$ cat src/rtl/trc_req_cond.sv
// Conditions a bouncing override push-button into a clean, time-limited sw request.
// Latency: held press reaches sw=1 after edge 3+DEB_CYC (2 sync + DEB_CYC debounce + 1 FSM register).
// Backpressure: none; presses that land during cooldown are dropped, not queued.
module trc_req_cond #(
  parameter int DEB_CYC  = 4,
  parameter int HOLD_CYC = 10,
  parameter int CD_CYC   = 5
) (
  input  logic       clk,
  input  logic       reset,
  input  logic       btn_raw,
  output logic       sw,
  output logic [1:0] state,
  output logic [7:0] press_cnt
);

  typedef enum logic [1:0] {
    ST_IDLE = 2'b00,
    ST_HOLD = 2'b01,
    ST_COOL = 2'b10,
    ST_BAD  = 2'b11
  } state_t;

  localparam logic [15:0] DEB_LAST  = 16'(DEB_CYC - 1);
  localparam logic [15:0] HOLD_LOAD = 16'(HOLD_CYC - 1);
  localparam logic [15:0] CD_LOAD   = 16'(CD_CYC - 1);

  logic        sync1;
  logic        btn_s;
  logic        deb_q;
  logic        deb_q_d;
  logic [15:0] deb_cnt;
  logic        rise;

  state_t      state_q;
  state_t      state_nxt;
  logic [15:0] hold_cnt;
  logic [15:0] hold_nxt;
  logic [15:0] cd_cnt;
  logic [15:0] cd_nxt;
  logic [7:0]  cnt_nxt;
  logic        sw_nxt;
  logic        accept;

  // Two-flop synchronizer for the asynchronous button input.
  always_ff @(posedge clk or posedge reset) begin
    if (reset) begin
      sync1 <= 1'b0;
      btn_s <= 1'b0;
    end else begin
      sync1 <= btn_raw;
      btn_s <= sync1;
    end
  end

  // Debouncer: accept a new level only after DEB_CYC consecutive differing samples.
  always_ff @(posedge clk or posedge reset) begin
    if (reset) begin
      deb_q   <= 1'b0;
      deb_q_d <= 1'b0;
      deb_cnt <= '0;
    end else begin
      deb_q_d <= deb_q;
      if (btn_s == deb_q) begin
        deb_cnt <= '0;
      end else if (deb_cnt < DEB_LAST) begin
        deb_cnt <= deb_cnt + 16'd1;
      end else begin
        deb_q   <= btn_s;
        deb_cnt <= '0;
      end
    end
  end

  // deb_q_d resets low, so a button held through reset still yields a rise.
  assign rise = deb_q & ~deb_q_d;

  // FSM and counter registers; sw is registered from the next state.
  always_ff @(posedge clk or posedge reset) begin
    if (reset) begin
      state_q   <= ST_IDLE;
      hold_cnt  <= '0;
      cd_cnt    <= '0;
      press_cnt <= '0;
      sw        <= 1'b0;
    end else begin
      state_q   <= state_nxt;
      hold_cnt  <= hold_nxt;
      cd_cnt    <= cd_nxt;
      press_cnt <= cnt_nxt;
      sw        <= sw_nxt;
    end
  end

  // Next-state logic: rises start or extend HOLD, are ignored in COOL.
  always_comb begin
    state_nxt = state_q;
    hold_nxt  = hold_cnt;
    cd_nxt    = cd_cnt;
    cnt_nxt   = press_cnt;
    accept    = 1'b0;
    case (state_q)
      ST_IDLE: begin
        if (rise) begin
          state_nxt = ST_HOLD;
          hold_nxt  = HOLD_LOAD;
          accept    = 1'b1;
        end
      end
      ST_HOLD: begin
        if (rise) begin
          hold_nxt = HOLD_LOAD;
          accept   = 1'b1;
        end else if (hold_cnt == 16'd0) begin
          state_nxt = ST_COOL;
          cd_nxt    = CD_LOAD;
        end else begin
          hold_nxt = hold_cnt - 16'd1;
        end
      end
      ST_COOL: begin
        if (cd_cnt == 16'd0) begin
          state_nxt = ST_IDLE;
        end else begin
          cd_nxt = cd_cnt - 16'd1;
        end
      end
      default: begin
        state_nxt = ST_IDLE;
      end
    endcase
    if (accept && (press_cnt != 8'hFF)) begin
      cnt_nxt = press_cnt + 8'd1;
    end
    sw_nxt = (state_nxt == ST_HOLD);
  end

  assign state = state_q;

endmodule

$ cat config.mk
export PLATFORM = sky130hd
export DESIGN_NAME = trc_req_cond
export DESIGN_NICKNAME = d
export VERILOG_FILES = /design/src/rtl/trc_req_cond.sv
export SDC_FILE = /design/constraint.sdc
export NUM_CORES = 1
export LEC_CHECK = 0
export ABC_AREA = 1
export CORE_ASPECT_RATIO = 0.75
export CORE_MARGIN = 2
export CORE_UTILIZATION = 35
export CTS_CLUSTER_DIAMETER = 80
export DETAILED_ROUTE_END_ITERATION = 12
export PLACE_DENSITY_LB_ADDON = 0.2
export SLEW_MARGIN = 0
export SYNTH_ARGS = -nofsm -noshare
export SYNTH_HDL_FRONTEND = slang
export SYNTH_SLANG_ARGS = --single-unit
$ cat constraint.sdc
create_clock -name clk -period 6.2 [get_ports clk]
set_input_delay 1.24 -clock clk [delete_from_list [all_inputs] [get_ports clk]]
set_output_delay 1.24 -clock clk [all_outputs]
set_load 0.03 [all_outputs]
==> results.md, run 1 <==
- Synth async-reset ratio: 100.0%
- Detailed placement HPWL: 4585 um
- Drt pass-1 iters: 5
- Die X-Extent: 116.1 um
- Seq cells post-synth: 63
- Vias: 2586
- Tot GR Track Use: 14.49%
- Final GP Congestion: 0.8374
- Worst Path Max Fanout: 6
- CP delay by family, top: buffers and inverters
- WP depth: 1
- RSZ-0062 raised after global routing: false
- Vias in the first global route: 2324
- Synth top area share: 47.80%
- Critical path required time: 4960 ps
- WHS Path Cells: 0
- Cell taking the most area after synthesis: dfrtp_1
- Synthesis Warnings: 0
- Yosys cell types: 33
- Antenna diode count: 0
- Initial antenna violation count: 0
- Clock Path Buffers: 2
- Slew Limit Fails: 0
- Netlist Area Pre-Place: 3298 um2
- Drt via density: 4.497
- ANT nets after route: 0
- Final non-filler cell total: 575
- DR WL/cell: 11.41 um
- DR iter-0 viols: 124
- Clock Latency Late Sink: 330 ps
- Htree depth: 3
- Post-Route WL: 6561 um
- Layout cells sized above 1: 12.30%
- Slew HR: 46.80%
- Setup bufs post-CTS: 0
- CP Buf/Inv Count: 1
- CTS Buf Count: 9
- Clock-pin transition on the worst setup and hold timing paths: 50 ps
- Final #Nets: 449
- Core Rows: 30
- Crit path arrival time: 1490 ps
- Tightest Pin Transition: 798.1 ps
- Pwr/cell area: 478.4 nW/um2
- Initial Utilization: 36.16%
- Max stage delay on crit path: 720 ps
- Layout area overhead: 19.23%
- Part of the Yosys area used for sequential elements: 47.80%
- Hold-fix buffers at CTS: 0
- Syn Area/Cell: 8.025 um2
- Status: completed
- Clock Skew: 4.589 ps
- Most frequent cells after synthesis: nand2_1 (109), nor2_1 (74), dfrtp_1 (63)
- Chip Height: 88.07 um
- CP Launch Type: flip-flop
- Pleak: 2.029 nW
- Worst setup EP type: primary output
- Slowest-stage cell, CP: clkdlybuf4s50_1
- Fillers: 930
- Reg2Reg Depth: 9
- Grt ovf: 0
- # setup viols final: 0
- Maxcap violations: 0
- Root buffer cell: clkbuf_16
- Mapped Cells: 411
- CTS tree: yes
- Most common flop cell mapped by yosys: dfrtp_1
- First-pass GRT wire length: 11430 um
- WS Path Type: reg2out
- Worst hold path class: reg2reg
- Reg area: 1577 um2
- # port buffers: 13
- DRC errors left: 0
- VDD IR max: 0.2794 mV
- Setup TNS: 0 ps
- Fin crit share: 44.08%
- Placed Cells: 559
- Most frequent cell after synthesis: nand2_1
- Crit path cell chain: clkdlybuf4s50_1
- Core footprint: 9121 um2
- Sink Count: 63
- Cts repair resizes: 0
- Post-synth EDFFs: 0
- Worst R2R Setup Slack: 4240 ps
- DIE AREA: 10220 um2
- FMAX: 365.9 MHz
- Area contributors post-synth: dfrtp_1 (48%), nand2_1 (12%), nor2_1 (8.4%), nand3_1 (5.5%), xor2_1 (4.0%)
- Largest net degree at the start of global routing: 64
- # IOs: 14
- Min Tclk post-route: 2733 ps
- Footprint of the multi-input gates: 1558 um2
- Final Hold Vio Count: 0
## through the flow
step / power [mW] / utilization [%] / area [um2] / hold slack, ps / setup slack (ps)
detailed placement: 1.286 / 39.22 / 3577 / 334.7 / 3794
finish: 1.881 / 43.11 / 3933 / 346.3 / 3467
floorplan: 1.134 / - / 3347 / 331.2 / 3390
global route: 2.032 / 43.11 / 3933 / 361.2 / 3417
CTS: 1.894 / 43.11 / 3933 / 347.6 / 3453
global placement: 1.282 / 39.22 / 3577 / 334.4 / 3795
## cell usage in the layout (no fill, tap or decap), types with 2 or more instances in the layout
| cell | n |
|---|---|
| ha_1 | 4 |
| nor2_2 | 5 |
| nand2_2 | 14 |
| xor2_1 | 15 |
| a21oi_1 | 3 |
| nor3_1 | 2 |
| nand3_1 | 36 |
| clkdlybuf4s50_1 | 13 |
| nor2_4 | 3 |
| bufinv_16 | 3 |
| o21ai_1 | 5 |
| inv_1 | 30 |
| o21ai_0 | 8 |
| nor2_1 | 74 |
| nand2_1 | 109 |
| clkinv_4 | 2 |
| conb_1 | 14 |
| dfrtp_1 | 63 |
| nand4_1 | 4 |
| inv_2 | 7 |
| clkbuf_16 | 9 |
| nor4_1 | 3 |
| xnor2_1 | 5 |
| o21ai_2 | 4 |
## power by group
group          switching [mW]  internal (mW)
sequential             0.0904          0.494
combinational           0.462          0.241
clock                   0.188          0.406
total                   0.741           1.14
## final timing paths
path	endpoint	start
max	press_cnt[2]	press_cnt[2]
min	btn_s	sync1
max reg2reg	hold_cnt[9]	hold_cnt[0]
min reg2reg	btn_s	sync1
max in group asynchronous	cd_cnt[10]	reset
min in group asynchronous	deb_cnt[8]	reset
## metal layers
metal	vias to the layer above	track usage, %	wire (um)
met1	1200	22.22	3613
met2	45	19.46	2618
met5	-	0	0
met3	5	4.775	296
met4	0	3.571	32
li1	1336	-	-
## sequential cells by signal, summed over array words and instances, names as in the netlist
name,cells
state,2
press_cnt,8
cd_cnt,16
deb_q_d,1
btn_s,1
sw,1
hold_cnt,16
sync1,1
deb_q,1
deb_cnt,16
## cells by family (layout without fill, tap and decap cells)
family / count (synthesis) / after routing / share of synthesized area, %
AOI/OAI and AO/OA: 23 / 23 / 4.173
xor gates and xnor gates: 20 / 20 / 5.311
adders and majority gates: 4 / 4 / 1.518
buffers and inverters: 45 / 68 / 6.449
DFF: 63 / 63 / 47.80
other: 1 / 14 / 0.1137
and+or+nand+nor: 255 / 255 / 34.64
## final cells by class
type                       instances  area share (%)
inverter                          38           3.691
sequential                        63           40.09
clock inverter                     6           2.959
multi-input combinational        316           39.61
clock buffer                      10           6.077
timing repair buffer              14           3.500
tap                              128           4.073
No activity file was read; power rests on OpenSTA's default activity.
==> run 2: changes to the inputs <==
Clock period 6.2 ns to 2.5 ns, I/O delays scaled along.
==> results.md, run 2 (synthesis gave the netlist of run 1 again) <==
- CTS tree: yes
- DR WL/cell: 11.23 um
- Reg2Reg Depth: 9
- Clock share of power: 27.7%
- Commonest non-fill, non-tap cell in the layout: nand2_1
- Worst Path Max Fanout: 6
- Root buffer cell: clkbuf_16
- P_sw: 1.844 mW
- WHS Path Cells: 0
- Maxcap violations: 0
- RR Endpoint: hold_cnt[9]
- Final Hold Vio Count: 0
- # setup viols final: 0
- GRT met3 Usage: 4.221%
- Clock-pin transition on the worst setup and hold timing paths: 60 ps
- Clock Path Buffers: 2
- Reg2Reg Launch Point: hold_cnt[0]
- Die X-Extent: 116.1 um
- Core Rows: 30
- Final #Nets: 449
- Crit path arrival time: 1510 ps
- GRT Max-Usage Layer: met1
- Initial antenna violation count: 0
- # IOs: 14
- DR iter-0 viols: 157
- Detailed placement HPWL: 4546 um
- Sequential Power Share: 33.0%
- Layout cells sized above 1: 12.30%
- Net Sw Frac: 41.52%
- Antenna diode count: 0
- Largest net degree at the start of global routing: 43
- Initial Utilization: 36.16%
- Reg area: 1577 um2
- DIE AREA: 10220 um2
- Cts repair resizes: 0
- Tot GR Track Use: 14.60%
- Drt pass-1 iters: 4
- Slew Limit Fails: 0
- Pleak: 2.006 nW
- Post-Route Utilization: 42.63%
- Hold Startpoint: sync1
- FMAX: 497.7 MHz
- Smallest hold slack: 346.4 ps
- Layout area overhead: 17.91%
- WS Path Type: reg2out
- First-pass GRT wire length: 11580 um
- CP delay by family, top: buffers and inverters
- Min Tclk post-route: 2009 ps
- DRC errors left: 0
- Final GP Congestion: 0.8581
- Hold EP: btn_s
- Worst setup EP type: primary output
- Grt ovf: 0
- Worst R2R Setup Slack: 620 ps
- Post-Route WL: 6456 um
- Sink Count: 63
- Setup TNS: 0 ps
- VDD IR max: 0.5401 mV
- Worst hold path class: reg2reg
- Most frequent cells in the layout: nand2_1 (109), nor2_1 (74), dfrtp_1 (63)
- Drt via density: 4.445
- Fin crit share: 80.36%
- Setup bufs post-CTS: 0
- Critical path required time: 2000 ps
- Worst Setup SP: press_cnt[2]
- CP Launch Type: flip-flop
- Clock Skew: 5.995 ps
- GR Util met2: 20.31%
- RSZ-0062 raised after global routing: false
- Htree depth: 3
- Hold-fix buffers at CTS: 0
- Status: completed
- Vias in the first global route: 2409
- CTS Buf Count: 9
- Clock Latency Late Sink: 320 ps
- Footprint of the multi-input gates: 1558 um2
- CP Buf/Inv Count: 1
- Largest regs: cd_cnt x16, deb_cnt x16, hold_cnt x16
- GR Util met1: 21.93%
- Max stage delay on crit path: 720 ps
- Fillers: 911
- Combinational group share of total power: 39.4%
- Crit path cell chain: clkdlybuf4s50_1
- Slowest-stage cell, CP: clkdlybuf4s50_1
- # port buffers: 13
- ANT nets after route: 0
- Vias: 2556
- Pwr/cell area: 1142 nW/um2
- Core footprint: 9121 um2
- Internal power: 2.597 mW
- Chip Height: 88.07 um
## run 2: layout make-up
type                       count  area share [%]
sequential                    63           40.54
multi-input combinational    316           40.06
clock buffer                   9           5.792
tap                          128           4.118
timing repair buffer          14           3.861
inverter                      38           3.732
clock inverter                 7           1.898
## run 2: worst max path at each step
| stage | end | slack [ps] | cells past startpoint |
|---|---|---|---|
| floorplan | btn_s | 430 | 1 |
| global placement | hold_cnt[9] | 710 | 9 |
| detailed placement | hold_cnt[9] | 640 | 9 |
| CTS | press_cnt[2] | 460 | 1 |
| global route | press_cnt[2] | 440 | 1 |
| finish | press_cnt[2] | 490 | 1 |
## run 2: power by group through the flow
stage,combinational [mW],clock (mW),sequential (mW)
final,1.75,1.23,1.46
after global placement,1.71,0,1.47
after global routing,2.02,1.32,1.49
after floorplan,1.28,0,1.53
after CTS,1.75,1.27,1.46
after detailed placement,1.74,0,1.47
## run 2: metal layers
| layer | vias up | wire (um) |
|---|---|---|
| li1 | 1342 | - |
| met1 | 1160 | 3510 |
| met2 | 52 | 2643 |
| met3 | 2 | 272 |
| met4 | 0 | 29 |
| met5 | - | 0 |
## run 2: stage by stage
| stage | power (mW) | cells | area (um2) | setup slack [ps] |
|---|---|---|---|---|
| after floorplan | 2.811 | 424 | 3347 | 430.3 |
| after global placement | 3.188 | 559 | 3590 | 709.4 |
| after detailed placement | 3.209 | 559 | 3590 | 638.2 |
| after CTS | 4.478 | 575 | 3889 | 462.1 |
| after global routing | 4.824 | 575 | 3889 | 442.4 |
| final | 4.441 | 575 | 3889 | 490.9 |
